<file path="src/rtl/gf2_pkg.sv">
// Shared definitions for the GF(2) polynomial divider: default widths,
// controller state encoding and a carry-less multiply helper.
package gf2_pkg;

    localparam int NA_DEF = 73;                  // dividend width
    localparam int NB_DEF = 41;                  // divisor width
    localparam int QW_DEF = NA_DEF - NB_DEF + 1; // quotient width (33)
    localparam int RW_DEF = NB_DEF - 1;          // remainder width (40)

    typedef enum logic [1:0] {
        IDLE = 2'd0,
        RUN  = 2'd1,
        FIN  = 2'd2
    } state_t;

    // Carry-less (XOR) product of two polynomials over GF(2).
    function automatic logic [127:0] clmul(input logic [63:0] x, input logic [63:0] y);
        logic [127:0] acc;
        acc = '0;
        for (int i = 0; i < 64; i++) begin
            if (y[i]) acc = acc ^ ({64'b0, x} << i);
        end
        return acc;
    endfunction

endpackage

</file>
<file path="src/rtl/gf2_div_step.sv">
// One iteration of GF(2) long division: bring down the next dividend bit,
// and if the leading coefficient is set, cancel it with the divisor.
module gf2_div_step #(
    parameter int NB = 41
) (
    input  logic [NB-2:0] rem,       // current partial remainder
    input  logic          abit,      // next dividend bit brought down
    input  logic [NB-2:0] b_low,     // divisor without its (always 1) leading bit
    output logic          qbit,      // quotient bit produced this step
    output logic [NB-2:0] rem_next   // reduced partial remainder
);

    // The leading bit of {rem, abit} is rem's MSB; XOR with the divisor clears
    // it, so only the low NB-1 bits of the reduced word need computing.
    always_comb begin
        qbit     = rem[NB-2];
        rem_next = {rem[NB-3:0], abit} ^ (qbit ? b_low : '0);
    end

endmodule

</file>
<file path="src/rtl/gf2_poly_divider.sv">
// Sequential GF(2) polynomial divider: one quotient bit per clock.
// a = clmul(q, b) XOR r with deg(r) < NB-1. An illegal divisor (b[NB-1]=0)
// completes one cycle after acceptance with q=0, r=0 and div_err=1.
module gf2_poly_divider
    import gf2_pkg::*;
#(
    parameter int NA = NA_DEF,
    parameter int NB = NB_DEF
) (
    input  logic              clk,
    input  logic              rst,
    input  logic              start,
    input  logic [NA-1:0]     a,
    input  logic [NB-1:0]     b,
    output logic              busy,
    output logic              done,
    output logic [NA-NB:0]    q,
    output logic [NB-2:0]     r,
    output logic              div_err
);

    localparam int QW = NA - NB + 1;
    localparam int RW = NB - 1;
    localparam int CW = $clog2(QW + 1);

    state_t          state, state_nxt;
    logic [CW-1:0]   cnt;
    logic [RW-1:0]   rem;
    logic [RW-1:0]   rem_next;
    logic [RW-1:0]   b_lat;
    logic [QW-1:0]   a_sr;
    logic [QW-1:0]   qsr;
    logic            qbit;
    logic            err_pend;
    logic            accept;
    logic            last;

    // A request is taken whenever no division is running, including the FIN
    // cycle, which gives back-to-back throughput of one division per QW+1 cycles.
    assign accept = start && (state != RUN);
    assign last   = (cnt == CW'(QW - 1));

    gf2_div_step #(.NB(NB)) u_step (
        .rem      (rem),
        .abit     (a_sr[QW-1]),
        .b_low    (b_lat),
        .qbit     (qbit),
        .rem_next (rem_next)
    );

    // Next-state and status decode. An illegal divisor spends one busy cycle
    // in RUN (no iterations, err_pend set) so its completion lands one cycle
    // after acceptance, with start ignored in between.
    always_comb begin
        state_nxt = state;
        busy      = 1'b0;
        done      = 1'b0;
        case (state)
            IDLE: begin
                if (start) state_nxt = RUN;
            end
            RUN: begin
                busy = 1'b1;
                if (err_pend || last) state_nxt = FIN;
            end
            FIN: begin
                done      = 1'b1;
                state_nxt = start ? RUN : IDLE;
            end
            default: state_nxt = IDLE;
        endcase
    end

    // State register; reset dominates any simultaneous start.
    always_ff @(posedge clk) begin
        if (rst) state <= IDLE;
        else     state <= state_nxt;
    end

    // Operand latch, iteration datapath and registered results.
    always_ff @(posedge clk) begin
        if (rst) begin
            cnt      <= '0;
            rem      <= '0;
            b_lat    <= '0;
            a_sr     <= '0;
            qsr      <= '0;
            err_pend <= 1'b0;
            q        <= '0;
            r        <= '0;
            div_err  <= 1'b0;
        end else if (accept) begin
            a_sr     <= a[QW-1:0];
            b_lat    <= b[RW-1:0];
            rem      <= a[NA-1:QW];
            cnt      <= '0;
            qsr      <= '0;
            err_pend <= ~b[NB-1];
        end else if (state == RUN) begin
            if (err_pend) begin
                q        <= '0;
                r        <= '0;
                div_err  <= 1'b1;
                err_pend <= 1'b0;
            end else begin
                rem  <= rem_next;
                a_sr <= {a_sr[QW-2:0], 1'b0};
                qsr  <= {qsr[QW-2:0], qbit};
                cnt  <= cnt + 1'b1;
                if (last) begin
                    q       <= {qsr[QW-2:0], qbit};
                    r       <= rem_next;
                    div_err <= 1'b0;
                end
            end
        end
    end

endmodule

</file>
<file path="config.mk">
export PLATFORM = sky130hd
export DESIGN_NAME = gf2_poly_divider
export DESIGN_NICKNAME = d
export VERILOG_FILES = /design/src/rtl/gf2_pkg.sv /design/src/rtl/gf2_div_step.sv /design/src/rtl/gf2_poly_divider.sv
export SDC_FILE = /design/constraint.sdc
export NUM_CORES = 1
export LEC_CHECK = 0
export ABC_AREA = 1
export CAP_MARGIN = 20
export CORE_UTILIZATION = 55
export CTS_CLUSTER_SIZE = 20
export DETAILED_ROUTE_END_ITERATION = 16
export DONT_BUFFER_PORTS = 1
export HOLD_SLACK_MARGIN = 0.1
export PLACE_DENSITY_LB_ADDON = 0.12
export SYNTH_ARGS = -nofsm -noshare
export SYNTH_HDL_FRONTEND = slang
export SYNTH_SLANG_ARGS = --single-unit
</file>
<file path="constraint.sdc">
create_clock -name clk -period 1.3 [get_ports clk]
set_input_delay 0.39 -clock clk [delete_from_list [all_inputs] [get_ports clk]]
set_output_delay 0.39 -clock clk [all_outputs]
set_load 0.05 [all_outputs]
</file>
==> results of run 1 <==
[cells by family after synthesis]
group / synth area share (%)
AOI/OAI and AO/OA: 12.4
xor gates and xnor gates: 3.73
adders and majority gates: 0.267
buffers and inverters: 7.98
DFF: 48.7
and+or+nand+nor: 27.0
[through the flow]
step	setup slack, ns	util (%)	instance area, um2	TNS, ns
2_1_floorplan	-0.0818	-	9400	-4.28
3_5_place_dp	-0.131	61.5	10200	-7.60
3_3_place_gp	-0.0518	61.5	10200	-2.86
4_1_cts	-0.345	86.3	14400	-29.57
[repair_timing]
action | 4_1_cts
endpoints found under the hold margin | 166
pin swaps | 83
hold buffers | 55
resized for setup | 375
cloned | 40
endpoints found under the setup margin | 235
buffers inserted | 50
[cells in the mapped netlist (all sizes together)]
library cell  count  area [um2]
xnor2             6        52.6
inv              53         201
ha                2        25.0
clkbuf           28         106
a21oi           114         571
nor3              3        15.0
buf              65         432
dfxtp           228        4560
o21ai            78         390
nand3           112         578
nor2             91         349
a31oi            32         200
nand4             1        6.26
nand2           417        1580
clkinv            2        8.75
xor2             34         298
==> impl_metrics.toml, run 1 <==
[yosys]
avgSynthCellArea_um2 = 7.41
ys_seq_area_share_pct = 48.7
synth_cell_types = 28
yosys_warnings = 0
syn_inst = 1266
syn_nets = 1385
netlist_area_um2 = 9380
ys_seq_elements = 228

[placed_design]
portBuffers = 0
dp.cells = 1507
gp_congestion = 0.782
hpwl_mm = 14.5

[floorplanning]
ios = 193
die-width_um = 133
start_util_pct = 56.4
num_rows = 47
die_h_um = 133

[global_routing]
grt_max_degree = 114

[timing]
worstEpCategory = "primary output"
crit_endpoint = "busy"

[cts]
numCtsBuffers = 24
numClockSinks = 228
cts_root_buf = "clkbuf_16"
cts_buffer_depth = 3
h-tree-depth = 1

[status]
run_status = "did not finish"
haltStage = "global routing (5_1_grt)"
firstError = "[ERROR DPL-0038] Utilization greater than 100%, impossible to legalize"
==> run 2: changes to the inputs <==
--- a/config.mk
+++ b/config.mk
@@ -7,12 +7,10 @@
 export LEC_CHECK = 0
 export ABC_AREA = 1
 export CAP_MARGIN = 20
-export CORE_UTILIZATION = 55
-export CTS_CLUSTER_SIZE = 20
+export CORE_UTILIZATION = 40
 export DETAILED_ROUTE_END_ITERATION = 16
 export DONT_BUFFER_PORTS = 1
-export HOLD_SLACK_MARGIN = 0.1
-export PLACE_DENSITY_LB_ADDON = 0.12
+export PLACE_DENSITY_LB_ADDON = 0.15
 export SYNTH_ARGS = -nofsm -noshare
 export SYNTH_HDL_FRONTEND = slang
 export SYNTH_SLANG_ARGS = --single-unit
==> constraint.sdc (replaced) <==
create_clock -name clk -period 1.69 [get_ports clk]
set_input_delay 0.507 -clock clk [delete_from_list [all_inputs] [get_ports clk]]
set_output_delay 0.507 -clock clk [all_outputs]
set_load 0.05 [all_outputs]
==> run 2 against run 1 <==
Against the previous run: the flow now finishes, with violations (setup timing); synthesized cell count unchanged; synthesized area unchanged.
==> impl_metrics.toml, run 2 <==
[timing]
final_max_slew_viol_count = 0
finalSetupViolations = 2
rsz0062_at_grt = "yes"
slew_headroom_pct = 56.9
hold_viol_final = 0
clock.fmax_mhz = 588
fin_crit_ns = 1.70
period_share_pct = 101
finClkSkew_ns = 0.0200
setup_ws_ns = -0.00942
worst_pin_slew_ns = 0.645

[placed_design]
gp_congestion = 0.762
place_ws_ns = 0.156
portBuffers = 0
dp.cells = 1518
hpwl_mm = 15.2

[route]
wirelength_mm = 24.2
drt_iter0_drc = 447
route.detailed.drc = 0
vias = 7837
routedWlPerCell_um = 15.4
drt-vias-per-instance = 4.99
antenna_left = 0
dr.pass1.iters = 5

[status]
failed_checks = "setup timing"
run_status = "complete, but fails checks"

[critical_path]
start_kind = "flip-flop"
path_common_cell = "inv_4"
worstPathCellList = "inv_4 > nand2_4 > inv_4 > buf_12"
criticalPathCategory = "reg2out"
cp.required_ns = 1.18
cp-end-kind = "output pin"
crit_arrival_ns = 1.19
path_max_fanout = 4
critPathBufInv = 3
slowest_stage = "dfxtp_2"
critPathMaxStageDelay_ns = 0.33
cp_top_family = "flip-flops"

[power]
p_seq_share_pct = 44.6
swShare_pct = 24.5
p_int_mw = 9.65
power_mw = 12.8
clockPowerShare_pct = 46.4
p_per_area_nw_per_um2 = 1190
p_comb_share_pct = 8.9
p_sw_mw = 3.13
irDropWorstVdd_uv = 854
p_leak_nw = 3.88

[cts]
clk_pin_slew_ns = 0.06
numClockSinks = 228
cts_tree = "built"
numCtsBuffers = 27
h-tree-depth = 1
cts_root_buf = "clkbuf_16"
cts_buffer_depth = 3
clock_latency_ns = 0.53

[yosys]
synth_edf_count = 0
synthFlopType = "dfxtp_1"
syn_nets = 1385
ys_top_cells_by_area = "dfxtp_1, nand2_1, a21oi_1"
synth_cell_types = 28
yosys_warnings = 0
netlist_area_um2 = 9380
postSynth.asyncResetShare_pct = 0
syn_inst = 1266
yosys.area.top_type = "dfxtp_1"
ys_seq_area_share_pct = 48.7
ys_seq_elements = 228
avgSynthCellArea_um2 = 7.41
synth_top_cells_by_count = "nand2_1, dfxtp_1, a21oi_1"
synth_top_area_share_pct = 48.7
synth.most_common_cell = "nand2_1"

[floorplanning]
num_rows = 55
die-width_um = 155
coreArea_um2 = 22800
start_util_pct = 41.1
design.die.area_um2 = 24100
ios = 193
die_h_um = 155

[global_routing]
use_met2_pct = 32.8
grt_pass1_vias = 7370
grt_max_degree = 114
grtUsageMet1_pct = 25.7
grt_first_pass_wirelength_mm = 38.9
grt_util_all_layers_pct = 20.0
antenna_found_initial = 5
top_usage_layer = "met2"
overflow = 0
grt_use_met3_pct = 5.26

[cells_and_area]
layoutNonFillerInstCount = 1570
mostFrequentLayoutCells = "nand2_1, dfxtp_1, a21oi_1, nand3_1, nor2_1"
fillCellCount = 2405
final_common_cell = "nand2_1"
area_delta_synth_final_pct = 14.2
finalNetCount = 1357
largest_registers = "b_lat x40, r x40, rem x40"
finish.utilization_pct = 46.9
drive_gt1_share_pct = 13.5

[run]
max-cap-violations = 0

[worst_hold_path]
hold_path_class = "in2reg"
-- run 2: power groups by stage --
stage	Sequential [mW]	Clock (mW)	Combinational, mW
after floorplan	5.79	0	0.888
after global placement	5.82	0	1.12
after detailed placement	5.82	0	1.13
after CTS	5.70	6.05	1.15
after global routing	5.73	6.28	1.30
final	5.70	5.93	1.14
-- run 2: cell type report --
type / count / area, um2 / share of cell area, %
clock buffers: 37 / 743 / 6.94
diodes: 2 / 5.00 / 0.0467
repair buffers: 36 / 457 / 4.26
clock inverters: 9 / 155 / 1.45
flip-flops and latches: 228 / 4660 / 43.5
well taps: 313 / 392 / 3.66
multi-input cells: 890 / 4080 / 38.1
inverters: 55 / 216 / 2.02
-- run 2: final timing paths --
check                           depth (start not counted)  endpoint     start  slack (ns)
worst max-delay path                                    4      busy  state[1]      -0.009
worst min-delay path                                    1     r[17]       rst        0.05
worst max register to register                          6  a_sr[26]  state[0]        0.14
worst min register to register                          2    cnt[5]    cnt[5]        0.46
-- run 2: repair_timing --
action	CTS	global route
gates cloned	0	0
pin swaps	0	1
resized for setup	71	19
buffers inserted	3	1
setup endpoints to repair	64	14
hold buffers	0	0
-- run 2: cell families (layout without fill, tap and decap cells) --
family / Yosys count / count (layout) / share of synthesized area [%]
AO/OA/AOI/OAI: 224 / 224 / 12.4
XOR/XNOR: 40 / 40 / 3.73
adder cells (fa/ha/maj): 2 / 2 / 0.267
buffers and inverters: 148 / 137 / 7.98
flip-flops: 228 / 228 / 48.7
other: 0 / 2 / 0
AND/OR/NAND/NOR: 624 / 624 / 27.0
-- run 2: worst reg2reg max path, delay by kind of cell, from the launching register on --
kind / cells / cell delay, ns
DFF: 1 / 0.38
buffers and inverters: 3 / 0.71
and+or+nand+nor: 2 / 0.21
AOI/OAI and AO/OA: 1 / 0.17
-- run 2: per-stage QoR --
stage | area, um2 | hold slack [ns] | TNS [ns]
3_5_place_dp | 9640 | 0.456 | 0
6_report | 10700 | 0.0545 | -0.0185
2_1_floorplan | 9380 | 0.439 | 0
5_1_grt | 10700 | 0.0257 | -0.0806
3_3_place_gp | 9640 | 0.453 | 0
4_1_cts | 10700 | 0.0284 | -0.0919
-- run 2: routing by layer --
metal  up-vias  share of wire (%)  wire [um]
li1       4033                  -          -
met1      3562                 46      11100
met2       194                 45      10900
met3        44                6.5       1580
met4         4                2.5        609
met5         -              0.079         19
Power figures use the tool's default switching activity.
==> run 3: changes to the inputs <==
--- a/config.mk
+++ b/config.mk
@@ -13,4 +13,5 @@
 export PLACE_DENSITY_LB_ADDON = 0.15
 export SYNTH_ARGS = -nofsm -noshare
 export SYNTH_HDL_FRONTEND = slang
+export SYNTH_HIERARCHICAL = 1
 export SYNTH_SLANG_ARGS = --single-unit
==> run 3 against run 2 <==
Against the previous run: the run still ends with setup timing left; combinational power about the same; global-route usage increased by 0.095 points; first-iteration DRC count increased by 3.4%; largest cell class unchanged; highest routed layer is now met4.
==> impl_metrics.toml, run 3 <==
[cts]
cts_tree = "built"
clk_pin_slew_ns = 0.06
numClockSinks = 228
numCtsBuffers = 26
cts_root_buf = "clkbuf_16"
cts_buffer_depth = 3
clock_latency_ns = 0.53
hold_buffers = 0
h-tree-depth = 1

[global_routing]
overflow = 0
use_met2_pct = 32.9
top_usage_layer = "met2"
grt_use_met3_pct = 5.26
grt_util_all_layers_pct = 20.1
grt_max_degree = 119
antenna_found_initial = 0
grt_first_pass_wirelength_mm = 39.0
grt_pass1_vias = 7578
grtUsageMet1_pct = 25.7

[yosys]
netlist_area_um2 = 9350
synth.most_common_cell = "nand2_1"
yosys.area.top_type = "dfxtp_1"
synthFlopType = "dfxtp_1"
avgSynthCellArea_um2 = 7.16
ys_seq_elements = 228
synth_top_cells_by_count = "nand2_1, dfxtp_1, a21oi_1"
postSynth.asyncResetShare_pct = 0
syn_nets = 1425
synth_top_area_share_pct = 48.8
ys_top_cells_by_area = "dfxtp_1, nand2_1, a21oi_1"
syn_inst = 1306
synth_cell_types = 23
ys_seq_area_share_pct = 48.8
yosys_warnings = 6
synth_edf_count = 0

[cells_and_area]
area_delta_synth_final_pct = 12.7
diodes = 0
final_common_cell = "nand2_1"
mostFrequentLayoutCells = "nand2_1, dfxtp_1, a21oi_1, nor2_1, o21ai_0"
fillCellCount = 2344
drive_gt1_share_pct = 12.1
finalNetCount = 1389
largest_registers = "b_lat x40, r x40, rem x40"
final_area_um2 = 10500

[timing]
hold_viol_final = 0
worst_pin_slew_ns = 0.612
fin_crit_ns = 1.71
slew_headroom_pct = 59.2
final_max_slew_viol_count = 0
rsz0062_at_grt = "yes"
fin_setup_tns_ns = -0.0193
finClkSkew_ns = 0.0108
finalSetupViolations = 1
period_share_pct = 101
clock.fmax_mhz = 585
setup_ws_ns = -0.0193

[floorplanning]
die-width_um = 155
coreArea_um2 = 22800
design.die.area_um2 = 24000
die_h_um = 155
start_util_pct = 41.0
ios = 193
num_rows = 55

[placed_design]
dpl-instance-area_um2 = 9550
hpwl_mm = 15.3
portBuffers = 0
gp_congestion = 0.740
place_ws_ns = 0.191

[critical_path]
criticalPathCategory = "reg2out"
path_max_fanout = 4
start_kind = "flip-flop"
slowest_stage = "dfxtp_2"
rr_worst_depth = 8
cp.required_ns = 1.18
crit_arrival_ns = 1.20
cp-end-kind = "output pin"
worstPathCellList = "nand2_2 > inv_2 > buf_8"
critPathMaxStageDelay_ns = 0.37

[worst_hold_path]
hold_depth = 1
hold_path_class = "in2reg"

[route]
drt_iter0_drc = 462
wirelength_mm = 24.0
route.detailed.drc = 0
drt-vias-per-instance = 5.10
vias = 8159
routedWlPerCell_um = 15.0
dr.pass1.iters = 5
antenna_left = 0

[run]
max-cap-violations = 0

[status]
run_status = "complete, but fails checks"
failed_checks = "setup timing"

[power]
p_comb_share_pct = 9.2
irDropWorstVdd_uv = 774
swShare_pct = 24.9
p_per_area_nw_per_um2 = 1200
power_mw = 12.6
p_leak_nw = 3.83
clockPowerShare_pct = 44.9
p_seq_share_pct = 46.0
p_int_mw = 9.49
p_sw_mw = 3.14
==> run 3: cell types whose count changed after synthesis, moves of 7 or more <==
| cell | previous run | this run |
|---|---|---|
| a21oi_1 | 114 | 130 |
| buf_2 | 42 | 35 |
| clkbuf_1 | 27 | 36 |
| nand2_1 | 414 | 440 |
| nand3_1 | 110 | 77 |
| nor2_1 | 90 | 121 |
| nor3_1 | 3 | 19 |
| o21ai_0 | 78 | 92 |
| xor2_1 | 34 | 0 |
==> run 3: final timing paths <==
path	slack (ns)	start	endpoint
worst max-delay path	-0.02	state[0]	busy
worst max register to register	0.17	cnt[0]	q[13]
worst min register to register	0.46	r[0]	r[0]
worst min-delay path	0.04	rst	q[10]
==> run 3: power by group through the flow <==
stage	Sequential [mW]	Clock, mW	Combinational (mW)
after floorplan	5.88	0	0.964
after global placement	5.91	0	1.15
after detailed placement	5.92	0	1.17
after CTS	5.81	5.83	1.18
after global routing	5.84	6.03	1.33
final	5.81	5.67	1.16
==> run 3: through the flow <==
stage | hold WS, ns | utilization, % | std cells
final | 0.0428 | 46.2 | 1601
after global routing | 0.0254 | 46.2 | 1601
after CTS | 0.0190 | 46.1 | 1601
after detailed placement | 0.453 | 41.9 | 1554
after global placement | 0.444 | 41.9 | 1554
after floorplan | 0.439 | - | 1306
==> run 3: layer usage <==
metal  wire [um]  vias to the layer above  share of wire (%)
met1       10800                     3769                 45
li1            -                     4155                  -
met5           0                        -                  0
met3        1790                       39                7.5
met4         517                        0                2.2
met2       10900                      196                 45
==> run 3: layout make-up <==
class,instances,area [um2],area share (%)
clock inverters,8,67.6,0.641
inverters,56,213,2.02
clock buffers,38,817,7.76
flip-flops and latches,228,4650,44.1
multi-input cells,929,4050,38.4
well taps,313,392,3.72
repair buffers,29,354,3.36
==> run 3: cells by family (layout without fill, tap and decap cells) <==
| group | Yosys count | in the layout | share of synthesized area [%] |
|---|---|---|---|
| simple gates | 664 | 664 | 28.3 |
| compound gates | 262 | 262 | 14.6 |
| flops | 228 | 228 | 48.8 |
| buf+inv | 149 | 131 | 7.98 |
| fa+ha+maj | 2 | 2 | 0.268 |
| xor+xnor | 1 | 1 | 0.0937 |
==> run 3: repair_timing <==
item,4_1_cts,5_1_grt
buffers inserted,1,0
pin swaps,0,0
gates resized for setup,53,18
setup endpoints to repair,47,20
==> run 3: critical path: cells and delay by family (launching register included) <==
family,cells,cell delay (ns)
flops,1,0.37
buf+inv,2,0.23
simple gates,1,0.08
==> run 4: changes to the inputs <==
--- a/config.mk
+++ b/config.mk
@@ -7,6 +7,7 @@
 export LEC_CHECK = 0
 export ABC_AREA = 1
 export CAP_MARGIN = 20
+export CORE_ASPECT_RATIO = 0.5
 export CORE_UTILIZATION = 40
 export DETAILED_ROUTE_END_ITERATION = 16
 export DONT_BUFFER_PORTS = 1
==> run 4 against run 3 <==
Against the previous run: the run still ends with setup timing left; register-to-register slack got worse by 0.04 ns; worst setup slack worse by 0.0069 ns; sequential power about the same; sequential cell count unchanged; maximum frequency down 0.40%; critical path type unchanged; critical endpoint is now done.
==> impl_metrics.toml, run 4 (synthesis gave the netlist of run 3 again) <==
[status]
run_status = "complete, but fails checks"
failed_checks = "setup timing"

[route]
drt_iter0_drc = 583
wl_met2_mm = 11.6
routedWlPerCell_um = 15.7
wl_met1_mm = 11.5
antenna_left = 0
vias = 8149
route.detailed.drc = 0
wirelength_mm = 25.0
dr.pass1.iters = 5
highest_layer = "met4"
dr_wl_met3_mm = 1.29
drt-vias-per-instance = 5.11

[cells_and_area]
finalNetCount = 1388
final_area_um2 = 10500
largest_registers = "b_lat x40, r x40, rem x40"
area_delta_synth_final_pct = 12.6
mostFrequentLayoutCells = "nand2_1, dfxtp_1, a21oi_1, nor2_1, o21ai_0"
drive_gt1_share_pct = 12.6
final_common_cell = "nand2_1"

[critical_path]
critPathMaxStageDelay_ns = 0.33
cp.depth = 3
worstPathCellList = "inv_2 > nor2_1 > buf_6"
slowest_stage = "dfxtp_1"
crit_arrival_ns = 1.21
start_kind = "flip-flop"
cp-end-kind = "output pin"
critPathBufInv = 2
rr_startpoint = "state[1]"
r2r_end = "q[12]"
rr_worst_depth = 6
criticalPathCategory = "reg2out"
path_max_fanout = 3
r2r_setup_slack_ns = 0.13
cp_top_family = "flip-flops"
cp.required_ns = 1.18

[power]
irDropWorstVdd_uv = 727
p_seq_share_pct = 47.9
clockPowerShare_pct = 42.1
swShare_pct = 26.2
p_int_mw = 8.95
power_mw = 12.1
p_sw_mw = 3.17
p_comb_share_pct = 10.0
p_leak_nw = 3.81
p_per_area_nw_per_um2 = 1150

[timing]
finalSetupViolations = 2
worst_pin_slew_ns = 0.503
final_max_slew_viol_count = 0
hold_viol_final = 0
rsz0062_at_grt = "yes"
slew_headroom_pct = 66.4
clock.fmax_mhz = 583
period_share_pct = 102
fin_crit_ns = 1.72
setup_ws_ns = -0.0262
finClkSkew_ns = 0.00713

[cts]
h-tree-depth = 1
cts_buffer_depth = 3
numClockSinks = 228
clock_latency_ns = 0.52
clk_pin_slew_ns = 0.07
numCtsBuffers = 22
cts_tree = "built"
cts_root_buf = "clkbuf_16"
hold_buffers = 0

[floorplanning]
num_rows = 39
design.die.area_um2 = 24000
start_util_pct = 40.8
coreArea_um2 = 22900
die-width_um = 218
die_h_um = 110
ios = 193

[global_routing]
grt_max_degree = 119
grt_pass1_vias = 7393
overflow = 0
antenna_found_initial = 3
grt_first_pass_wirelength_mm = 37.8
grt_util_all_layers_pct = 19.7

[placed_design]
place_ws_ns = 0.0775
dpl-instance-area_um2 = 9590
hpwl_mm = 15.4
gp_congestion = 0.803
portBuffers = 0

[worst_hold_path]
hold_path_end = "r[8]"
min-delay-start = "rst"
hold_depth = 1
hold_path_class = "in2reg"

[run]
max-cap-violations = 0
## run 4: cell types whose count changed in the layout (fill, tap and decap cells not counted), sizes merged
cell,delta
clkbuf,-9
clkinv,-1
buf,+1
clkinvlp,+4
bufinv,+1
diode,+3
inv,+1
## run 4: cell type report
class	count	area (um2)
antenna	3	7.51
clock buffer	27	609
clock inverter	13	139
fill	2287	12400
inverter	56	211
multi-input combinational	929	4050
sequential	228	4660
tap	307	384
timing repair buffer	32	465
## run 4: what timing repair did
| item | CTS | global route |
|---|---|---|
| gates cloned | 0 | 2 |
| gates resized for setup | 51 | 32 |
| setup endpoints to repair | 46 | 99 |
| setup buffers | 1 | 1 |
## run 4: worst reg2reg max path: cells and delay by family (launching register included)
family,cells,cell delay (ns)
and+or+nand+nor,2,0.45
buffers and inverters,3,0.58
AOI/OAI and AO/OA,1,0.15
DFF,1,0.31
## run 4: power groups by stage
stage | sequential, mW | clock, mW | combinational, mW
floorplan | 5.88 | 0 | 0.964
global placement | 5.91 | 0 | 1.17
detailed placement | 5.92 | 0 | 1.19
CTS | 5.80 | 5.25 | 1.21
global route | 5.83 | 5.46 | 1.39
finish | 5.80 | 5.10 | 1.22
## run 4: worst max path at each step
stage                     startpoint       end
final                       state[1]      done
after global routing        state[1]      busy
after CTS                   state[1]      busy
after detailed placement    state[1]  a_sr[21]
after global placement      state[1]   rem[16]
after floorplan             state[0]     q[10]
## run 4: per-stage QoR
| step | util [%] | hold WS, ns | std cells | setup TNS [ns] |
|---|---|---|---|---|
| floorplan | - | 0.439 | 1306 | 0 |
| global placement | 41.9 | 0.449 | 1548 | 0 |
| detailed placement | 41.9 | 0.458 | 1548 | 0 |
| CTS | 45.5 | 0.0240 | 1589 | -0.0789 |
| global route | 46.0 | 0.0272 | 1595 | -0.221 |
| finish | 46.0 | 0.0527 | 1595 | -0.0484 |
## run 4: layer usage
layer	track usage (%)	up-vias
met5	0	-
met4	5.84	0
met3	4.39	37
met2	33.6	154
met1	25.0	3802
li1	-	4156
